[config.mk]
export PLATFORM = sky130hd
export DESIGN_NAME = lcd_update_sequencer
export DESIGN_NICKNAME = d
export VERILOG_FILES = /design/src/rtl/lcd_update_sequencer.sv
export SDC_FILE = /design/constraint.sdc
export NUM_CORES = 1
export LEC_CHECK = 0
export ABC_AREA = 1
export CAP_MARGIN = 10
export CORE_MARGIN = 2
export CORE_UTILIZATION = 50
export CTS_CLUSTER_SIZE = 16
export DETAILED_ROUTE_END_ITERATION = 7
export PLACE_DENSITY = 0.81
export SKIP_LAST_GASP = 1
export SLEW_MARGIN = 10
export SYNTH_ARGS = -nofsm -noshare
export SYNTH_HDL_FRONTEND = slang
export SYNTH_SLANG_ARGS = --single-unit
export TNS_END_PERCENT = 100
[constraint.sdc]
create_clock -name clk -period 2.6 [get_ports clk]
set_input_delay 0.52 -clock clk [delete_from_list [all_inputs] [get_ports clk]]
set_output_delay 0.52 -clock clk [all_outputs]
set_load 0.02 [all_outputs]
[src/rtl/lcd_update_sequencer.sv]
// ---------------------------------------------------------------------------
// lcd_update_sequencer
//
// Pushes one display update (SpO2, heart rate, power) to an LCD register
// block over APB as five writes: three value registers, then a strobe set,
// an optional strobe hold gap, and a strobe clear. A slave error or an
// ACCESS phase that never sees PREADY aborts the sequence and raises the
// sticky err flag.
//
// Parameters
//   ADDR_WIDTH  APB address width
//   DATA_WIDTH  APB data width
//   BASE_ADDR   base address of the LCD register block
//   STB_HOLD    idle cycles between strobe-set and strobe-clear (0..255)
//   TIMEOUT     ACCESS cycles allowed without PREADY (1..255)
//
// Ports
//   clk, resetn          clock (rising edge), async active-low reset
//   upd_valid/upd_ready  update handshake; ready only while idle
//   spo2_in, heart_in,   update payload, captured on acceptance
//   watt_in
//   PADDR..PWDATA        APB requester outputs (PWRITE=1 while PSEL=1)
//   PREADY, PSLVERROR    APB completer responses
//   done                 one-cycle pulse on error-free completion
//   err                  sticky abort flag, cleared by the next acceptance
// ---------------------------------------------------------------------------
module lcd_update_sequencer #(
  parameter int unsigned           ADDR_WIDTH = 16,
  parameter int unsigned           DATA_WIDTH = 32,
  parameter logic [ADDR_WIDTH-1:0] BASE_ADDR  = {ADDR_WIDTH{1'b0}},
  parameter int unsigned           STB_HOLD   = 4,
  parameter int unsigned           TIMEOUT    = 255
) (
  input  logic                  clk,
  input  logic                  resetn,
  input  logic                  upd_valid,
  output logic                  upd_ready,
  input  logic [11:0]           spo2_in,
  input  logic [11:0]           heart_in,
  input  logic [19:0]           watt_in,
  output logic [ADDR_WIDTH-1:0] PADDR,
  output logic                  PSEL,
  output logic                  PENABLE,
  output logic                  PWRITE,
  output logic [DATA_WIDTH-1:0] PWDATA,
  input  logic                  PREADY,
  input  logic                  PSLVERROR,
  output logic                  done,
  output logic                  err
);

  typedef enum logic [1:0] {
    S_IDLE   = 2'd0,
    S_SETUP  = 2'd1,
    S_ACCESS = 2'd2,
    S_HOLD   = 2'd3
  } state_t;

  // Terminal counts for the shared cycle counter (ACCESS wait / HOLD gap).
  localparam logic [7:0] TO_LAST   = 8'(TIMEOUT - 32'd1);
  localparam logic [7:0] HOLD_LAST = (STB_HOLD != 32'd0) ? 8'(STB_HOLD - 32'd1) : 8'd0;

  state_t                r_state;
  logic [2:0]            r_idx;
  logic [7:0]            r_cnt;
  logic [11:0]           r_spo2;
  logic [11:0]           r_heart;
  logic [19:0]           r_watt;
  logic                  r_upd_ready;
  logic                  r_psel;
  logic                  r_penable;
  logic                  r_pwrite;
  logic [ADDR_WIDTH-1:0] r_paddr;
  logic [DATA_WIDTH-1:0] r_pwdata;
  logic                  r_done;
  logic                  r_err;

  state_t                w_state_nxt;
  logic [2:0]            w_idx_nxt;
  logic [7:0]            w_cnt_nxt;
  logic                  w_done_nxt;
  logic                  w_err_nxt;
  logic                  w_load;
  logic                  w_accept;
  logic [11:0]           w_spo2_src;
  logic [11:0]           w_heart_src;
  logic [19:0]           w_watt_src;
  logic [ADDR_WIDTH-1:0] w_wr_addr;
  logic [DATA_WIDTH-1:0] w_wr_data;

  // Register offset of write index 0..4; both strobe writes share 0xC.
  function automatic logic [ADDR_WIDTH-1:0] f_wr_addr(input logic [2:0] idx);
    logic [3:0] off;
    case (idx)
      3'd0:    off = 4'h0;
      3'd1:    off = 4'h4;
      3'd2:    off = 4'h8;
      3'd3:    off = 4'hC;
      3'd4:    off = 4'hC;
      default: off = 4'h0;
    endcase
    return BASE_ADDR + ADDR_WIDTH'(off);
  endfunction

  // Zero-extended write data for write index 0..4.
  function automatic logic [DATA_WIDTH-1:0] f_wr_data(input logic [2:0]  idx,
                                                      input logic [11:0] spo2,
                                                      input logic [11:0] heart,
                                                      input logic [19:0] watt);
    logic [DATA_WIDTH-1:0] d;
    case (idx)
      3'd0:    d = DATA_WIDTH'(spo2);
      3'd1:    d = DATA_WIDTH'(heart);
      3'd2:    d = DATA_WIDTH'(watt);
      3'd3:    d = {{(DATA_WIDTH-1){1'b0}}, 1'b1};
      default: d = {DATA_WIDTH{1'b0}};
    endcase
    return d;
  endfunction

  // W0 is loaded in the acceptance cycle, before the shadows hold the payload.
  assign w_spo2_src  = w_accept ? spo2_in  : r_spo2;
  assign w_heart_src = w_accept ? heart_in : r_heart;
  assign w_watt_src  = w_accept ? watt_in  : r_watt;
  assign w_wr_addr   = f_wr_addr(w_idx_nxt);
  assign w_wr_data   = f_wr_data(w_idx_nxt, w_spo2_src, w_heart_src, w_watt_src);

  // Next-state, next-index, counter and flag decisions.
  always_comb begin
    w_state_nxt = r_state;
    w_idx_nxt   = r_idx;
    w_cnt_nxt   = r_cnt;
    w_done_nxt  = 1'b0;
    w_err_nxt   = r_err;
    w_load      = 1'b0;
    w_accept    = 1'b0;
    case (r_state)
      S_IDLE: begin
        w_idx_nxt = 3'd0;
        if (upd_valid) begin
          w_accept    = 1'b1;
          w_err_nxt   = 1'b0;
          w_load      = 1'b1;
          w_state_nxt = S_SETUP;
        end else begin
          w_state_nxt = S_IDLE;
        end
      end
      S_SETUP: begin
        w_cnt_nxt   = 8'd0;
        w_state_nxt = S_ACCESS;
      end
      S_ACCESS: begin
        if (PREADY) begin
          if (PSLVERROR) begin
            w_err_nxt   = 1'b1;
            w_idx_nxt   = 3'd0;
            w_state_nxt = S_IDLE;
          end else begin
            case (r_idx)
              3'd0, 3'd1, 3'd2: begin
                w_idx_nxt   = r_idx + 3'd1;
                w_load      = 1'b1;
                w_state_nxt = S_SETUP;
              end
              3'd3: begin
                w_idx_nxt = 3'd4;
                if (STB_HOLD != 32'd0) begin
                  w_cnt_nxt   = 8'd0;
                  w_state_nxt = S_HOLD;
                end else begin
                  w_load      = 1'b1;
                  w_state_nxt = S_SETUP;
                end
              end
              default: begin
                w_idx_nxt   = 3'd0;
                w_done_nxt  = 1'b1;
                w_state_nxt = S_IDLE;
              end
            endcase
          end
        end else if (r_cnt == TO_LAST) begin
          w_err_nxt   = 1'b1;
          w_idx_nxt   = 3'd0;
          w_state_nxt = S_IDLE;
        end else begin
          w_cnt_nxt = r_cnt + 8'd1;
        end
      end
      S_HOLD: begin
        if (r_cnt == HOLD_LAST) begin
          w_load      = 1'b1;
          w_state_nxt = S_SETUP;
        end else begin
          w_cnt_nxt = r_cnt + 8'd1;
        end
      end
      default: begin
        w_idx_nxt   = 3'd0;
        w_state_nxt = S_IDLE;
      end
    endcase
  end

  // State, payload shadows and registered APB/handshake outputs.
  always_ff @(posedge clk or negedge resetn) begin
    if (!resetn) begin
      r_state     <= S_IDLE;
      r_idx       <= 3'd0;
      r_cnt       <= 8'd0;
      r_spo2      <= 12'd0;
      r_heart     <= 12'd0;
      r_watt      <= 20'd0;
      r_upd_ready <= 1'b1;
      r_psel      <= 1'b0;
      r_penable   <= 1'b0;
      r_pwrite    <= 1'b0;
      r_paddr     <= {ADDR_WIDTH{1'b0}};
      r_pwdata    <= {DATA_WIDTH{1'b0}};
      r_done      <= 1'b0;
      r_err       <= 1'b0;
    end else begin
      r_state     <= w_state_nxt;
      r_idx       <= w_idx_nxt;
      r_cnt       <= w_cnt_nxt;
      r_upd_ready <= (w_state_nxt == S_IDLE);
      r_psel      <= (w_state_nxt == S_SETUP) || (w_state_nxt == S_ACCESS);
      r_penable   <= (w_state_nxt == S_ACCESS);
      r_pwrite    <= (w_state_nxt == S_SETUP) || (w_state_nxt == S_ACCESS);
      r_done      <= w_done_nxt;
      r_err       <= w_err_nxt;
      if (w_accept) begin
        r_spo2  <= spo2_in;
        r_heart <= heart_in;
        r_watt  <= watt_in;
      end
      // Address/data change only when a new SETUP starts, so they hold
      // through ACCESS and across idle/HOLD periods.
      if (w_load) begin
        r_paddr  <= w_wr_addr;
        r_pwdata <= w_wr_data;
      end
    end
  end

  assign upd_ready = r_upd_ready;
  assign PSEL      = r_psel;
  assign PENABLE   = r_penable;
  assign PWRITE    = r_pwrite;
  assign PADDR     = r_paddr;
  assign PWDATA    = r_pwdata;
  assign done      = r_done;
  assign err       = r_err;

endmodule
**Word level (Yosys, flattened, before mapping)**

Index checks and enable logic that the tools add are counted.

- Add/subtract/negate cells: 2
- Reduce and logical (&&, ||, !) cells: 12
- Muxes and demuxes: 39
- Equality and inequality tests: 21

Operators with widths:

| kind | count |
|---|---|
| $pmux 20 s4 | 1 |
| $mux 8 | 5 |
| $mux 12 | 2 |
| $pmux 8 s3 | 1 |
| $mux 20 | 1 |
| $mux 1 | 15 |
| $eq 3x2->1 const B | 4 |
| $ne 3x3->1 const B | 4 |
| $pmux 3 s2 | 2 |
| $pmux 4 s3 | 1 |
| $mux 3 | 3 |
| $add 8x1->8 const B | 1 |
| $eq 8x2->1 const B | 1 |
| $eq 8x8->1 const B | 1 |
| $mux 2 | 4 |
| $pmux 2 s4 | 1 |
| $eq 2x2->1 const B | 3 |
| $eq 3x1->1 const B | 2 |
| $logic_not 3->1 | 2 |
| $reduce_and 5->1 | 1 |
| $eq 2x1->1 const B | 2 |
| $logic_not 2->1 | 2 |
| $ne 2x2->1 const B | 2 |
| $pmux 2 s2 | 1 |
| 12 further kinds | 12 |

- Output and inout bits: 54
- Input port bits: 49
- Logic and storage cells: 87
- Bits in registers: 98

**Longest topological paths before layout**

- Depth in word-level cells: 9
- Mapped depth: 15
- Depth with buffers taken out: 15

**Least setup slack after synthesis**

No wires, ideal clock.

- Kind: register to register
- From: register r_idx[0]
- To: register r_pwrite, in the netlist PWRITE
- Buffers on the path: 0
- Setup time: 0.126 ns
- Data arrival time: 1.649 ns
- Cell stages (with the launch flop): 8
- Required time: 2.474 ns
- Setup slack: 0.825 ns
- Clock period less this slack: 1.775 ns
- Path through: dfrtp_1 > ha_1 > ha_1 > nand4_1 > and2_1 > nand3_2 > inv_1 > ha_1

- Word-level cells in the longest chain between the ends: 8
- Elaborated cells between the ends (all ways): 12
- Those cells by class: eq/ne: 5; mux: 4; reduce/logical: 3

RTL lines:

| item | line | RTL |
|---|---|---|
| start: declaration | 64 | `logic [2:0] r_idx;` |
| start signal: assignment | 225 | `r_idx <= w_idx_nxt;` |
| $eq 3x1->1 (tied with other cells) | 160 | `case (r_idx)` |
| $reduce_or 3->1 | n/a |  |
| $pmux 2 s2 (*) | 160 |  |
| $mux 2 (*) | 155 | `if (PSLVERROR) begin` |
| $mux 2 (*) | 154 | `if (PREADY) begin` |
| $pmux 2 s4 (*) | 137 | `case (r_state)` |
| via w_state_nxt[1] | 78 | `state_t w_state_nxt;` |
| $eq 2x1->1 / $eq 2x2->1 (equally long branches) | 230 | `r_pwrite <= (w_state_nxt == S_SETUP) \|\| (w_state_nxt == S_ACCESS);` |
| $logic_or 1x1->1 (*) | 230 |  |
| end signal: assignment | 230 |  |
| end: declaration | 72 | `logic r_pwrite;` |

The timed path passes the listed nets; every way through them passes the cells marked *.
A chain may end at the register's enable or synchronous reset.

**Worst setup path after layout**

- From: register r_idx[0]
- To: register r_pwdata[8], in the netlist PWDATA[8]

- Word-level cells in the longest chain between the ends: 8
- Elaborated cells between the ends (all ways): 20
- Those cells by class: add/sub: 1; eq/ne: 6; mux: 10; reduce/logical: 3

RTL lines:

| item | line | RTL |
|---|---|---|
| branches (longest 8 deep; another with $add 3x1->3) | n/a |  |
| end signal: assignment | 220 | `r_pwdata <= {DATA_WIDTH{1'b0}};` |
| end signal: assignment | 242 | `r_pwdata <= w_wr_data;` |
| end: declaration | 74 | `logic [DATA_WIDTH-1:0] r_pwdata;` |

Several ways; the timed one is not identified.

==> results_dict.tcl <==
set metrics [dict create \
    status "finished, final reports clean" \
    utilization_pct 62.60 \
    cp_max_fo 24 \
    h-tree-depth 3 \
    io_pins 103 \
    dieArea_mm2 0.009252 \
    clock-sinks 84 \
    synth-async-reset-ratio_pct 100.0 \
    power_leakage_uw 0.002570 \
    finalSetupViolCount 0 \
    worst_pin_slew_ps 797.3 \
    syn_inst 489 \
    final_layout_size_suffix_gt1_share_pct 13.10 \
    multiInputGateArea_mm2 0.001789 \
    via_per_inst 4.987 \
    final_cells 670 \
    drc_errors 0 \
    synth_area_leaders "dfrtp_1 49%, nand2_1 15%, buf_4 5.3%" \
    clk_latency_ps 350 \
    die_y_um 96.19 \
    core_mm2 0.008217 \
    slowest_stage "a21oi_4" \
    port_buffers 76 \
    rows 33 \
    endpoint_kind "flop" \
    timing.slew.headroom_pct 46.85 \
    ys.flop_type "dfrtp_1" \
    grt_max_degree 65 \
    yosysTopAreaCell "dfrtp_1" \
    crit_type "flop to flop" \
    gp_congestion 0.7941 \
    hold_viol_final 0 \
    place_inst 655 \
    root_buffer "clkbuf_8" \
    fillers 676 \
    drt_iter0_markers 212 \
    nets 619 \
    avgSynthCellArea_um2 8.689 \
    antenna_cells 0 \
    ir_worst_vdd_uv 434.8 \
    syn_area_mm2 0.004249 \
    worst_ep_required_time_ps 2880 \
    ys_top_cells_by_count "169 x nand2_1, 83 x dfrtp_1, 31 x nand3_1, 30 x buf_4, 29 x inv_1" \
    grt_use_total_pct 20.55 \
    period_share_pct 84.73 \
    drv_cap 0 \
    skew_ps 12.93 \
    die_x_um 96.19 \
    finalWirelength_um 9173 \
    hp-class "input pin to asynchronous set/reset pin" \
    yosysWarnings 0 \
    slew_viol_final 0 \
    wl_per_cell_um 13.69 \
    cts_setup_buffers 0 \
    critical_path_buf_inv_count 1 \
    crit_arrival_ps 2490 \
    power.density_mw_per_mm2 1003 \
    clockBufferDepth 2 \
    vias 3341 \
    cts-resized-gates 0 \
    dp_hpwl_um 6572 \
    holdWs_ps 240.2 \
    rsz0062_at_grt "false" \
    synth-edff-count 0 \
    yosysTopAreaCellShare_pct 48.88 \
    synth_seq_area_share_pct 49.50 \
    overflow 0 \
    finalCriticalPeriod_ps 2203 \
    fin_tns_setup_ps 0 \
    grt_pass1_wl_um 14700 \
    path_cells "inv_1 -> ha_1 -> nand2_4 -> nand2_2 -> nand3_2 -> nand2_2 -> a21oi_4 -> nand4_1 -> nand3_1 -> nand2_1 -> nand2_1" \
    grt_pass1_vias 3017 \
    antenna_found_initial 0 \
    fmax_ghz 0.4539 \
    post-synth-top-count-cell "nand2_1" \
    hold_buffers 0 \
    synth_cell_types 36 \
    worst_setup_path_start_kind "flop" \
    dr.pass1.iters 5 \
    cts_tree "done" \
    synthToLayoutAreaGrowth_pct 21.05 \
    clk_pin_slew_ps 90 \
    cts_buffers 9 \
    ys_ff_latch 84 \
    critPathTopFamily "simple AND/OR/NAND/NOR gates" \
    drtAntennaViolNets 0 \
    regArea_mm2 0.002103 \
    initial_core_util_pct 51.71 \
    cpPeakStageDelay_ps 560 \
]
-- through the flow --
stage	instance area, µm²	total power (µW)	setup slack [ps]
2_1_floorplan	4343	3637	824.7
3_3_place_gp	4967	4249	277.1
5_1_grt	5144	5550	185.3
6_report	5144	5159	397.0
4_1_cts	5144	5176	412.9
3_5_place_dp	4967	4329	224.3
-- per-layer routing --
metal / up-vias / GRT usage, % / wire (µm)
met1: 1555 / 29.40 / 4238
met5: - / 0 / 0
met4: 0 / 7.262 / 183
li1: 1645 / - / -
met3: 18 / 4.150 / 522
met2: 123 / 31.08 / 4228
-- layout by cell type (no fill, tap or decap), types with 5 or more instances in the layout --
cell,synthesis,final
nand2_1,169,169
clkbuf_8,0,11
nand2_2,11,11
a21oi_1,5,5
or2_2,10,10
nand4_1,15,15
buf_4,30,5
nor3_1,5,5
dfrtp_1,83,83
inv_2,7,7
nand3_2,11,11
o21ai_0,12,12
nand3_1,31,31
clkdlybuf4s50_1,0,75
o21ai_1,7,7
ha_1,9,9
nand2_4,8,8
conb_1,1,26
inv_1,29,29
nor2_1,14,14
-- worst paths after layout --
kind | startpoint | end | slack [ps] | depth (start not counted)
worst max register to register | r_idx[0] | PWDATA[8] | 400 | 11
worst min register to register | r_watt[8] | r_watt[8] | 480 | 2
max in group asynchronous | resetn | r_spo2[3] | 1660 | 2
worst min-delay path | resetn | r_cnt[6] | 240 | 1
min in group clk | r_watt[8] | r_watt[8] | 480 | 2
worst max-delay path | r_idx[0] | PWDATA[8] | 400 | 11
-- logic make-up after synthesis --
logic type | synth area share (%)
xor+xnor | 0.4123
compound gates | 5.094
other cells | 0.08825
fa+ha+maj | 2.650
simple gates | 31.66
flops | 49.50
buf+inv | 10.60
-- report_power, final --
part	leakage (µW)	switching (µW)	internal [µW]
registers	0.00106	211	1800
clock network	0.0000889	442	397
logic	0.00142	1440	865
total	0.00257	2090	3070
-- flip-flops by register name (all words and copies together), names as in the netlist, 2 cells and up --
| name | flops |
|---|---|
| r_spo2 | 12 |
| PWDATA | 20 |
| r_idx | 3 |
| r_heart | 12 |
| r_cnt | 8 |
| PADDR | 2 |
| r_state | 2 |
| r_watt | 20 |
-- layout make-up --
| cell class | instances | share of cell area [%] |
|---|---|---|
| clock inverter | 3 | 0.4135 |
| inverter | 36 | 2.627 |
| multi-input combinational | 349 | 34.78 |
| timing repair buffer | 81 | 15.71 |
| clock buffer | 12 | 3.016 |
| tap | 105 | 2.554 |
| sequential | 84 | 40.89 |
-- worst register-to-register path, cell delays in order (launching register included) --
cell and delay (ps):
dfrtp_1 470, inv_1 110, ha_1 270, nand2_4 110, nand2_2 70, nand3_2 70
nand2_2 70, a21oi_4 560, nand4_1 180, nand3_1 120, nand2_1 70, nand2_1 70
No activity file was read; power rests on OpenSTA's default activity.
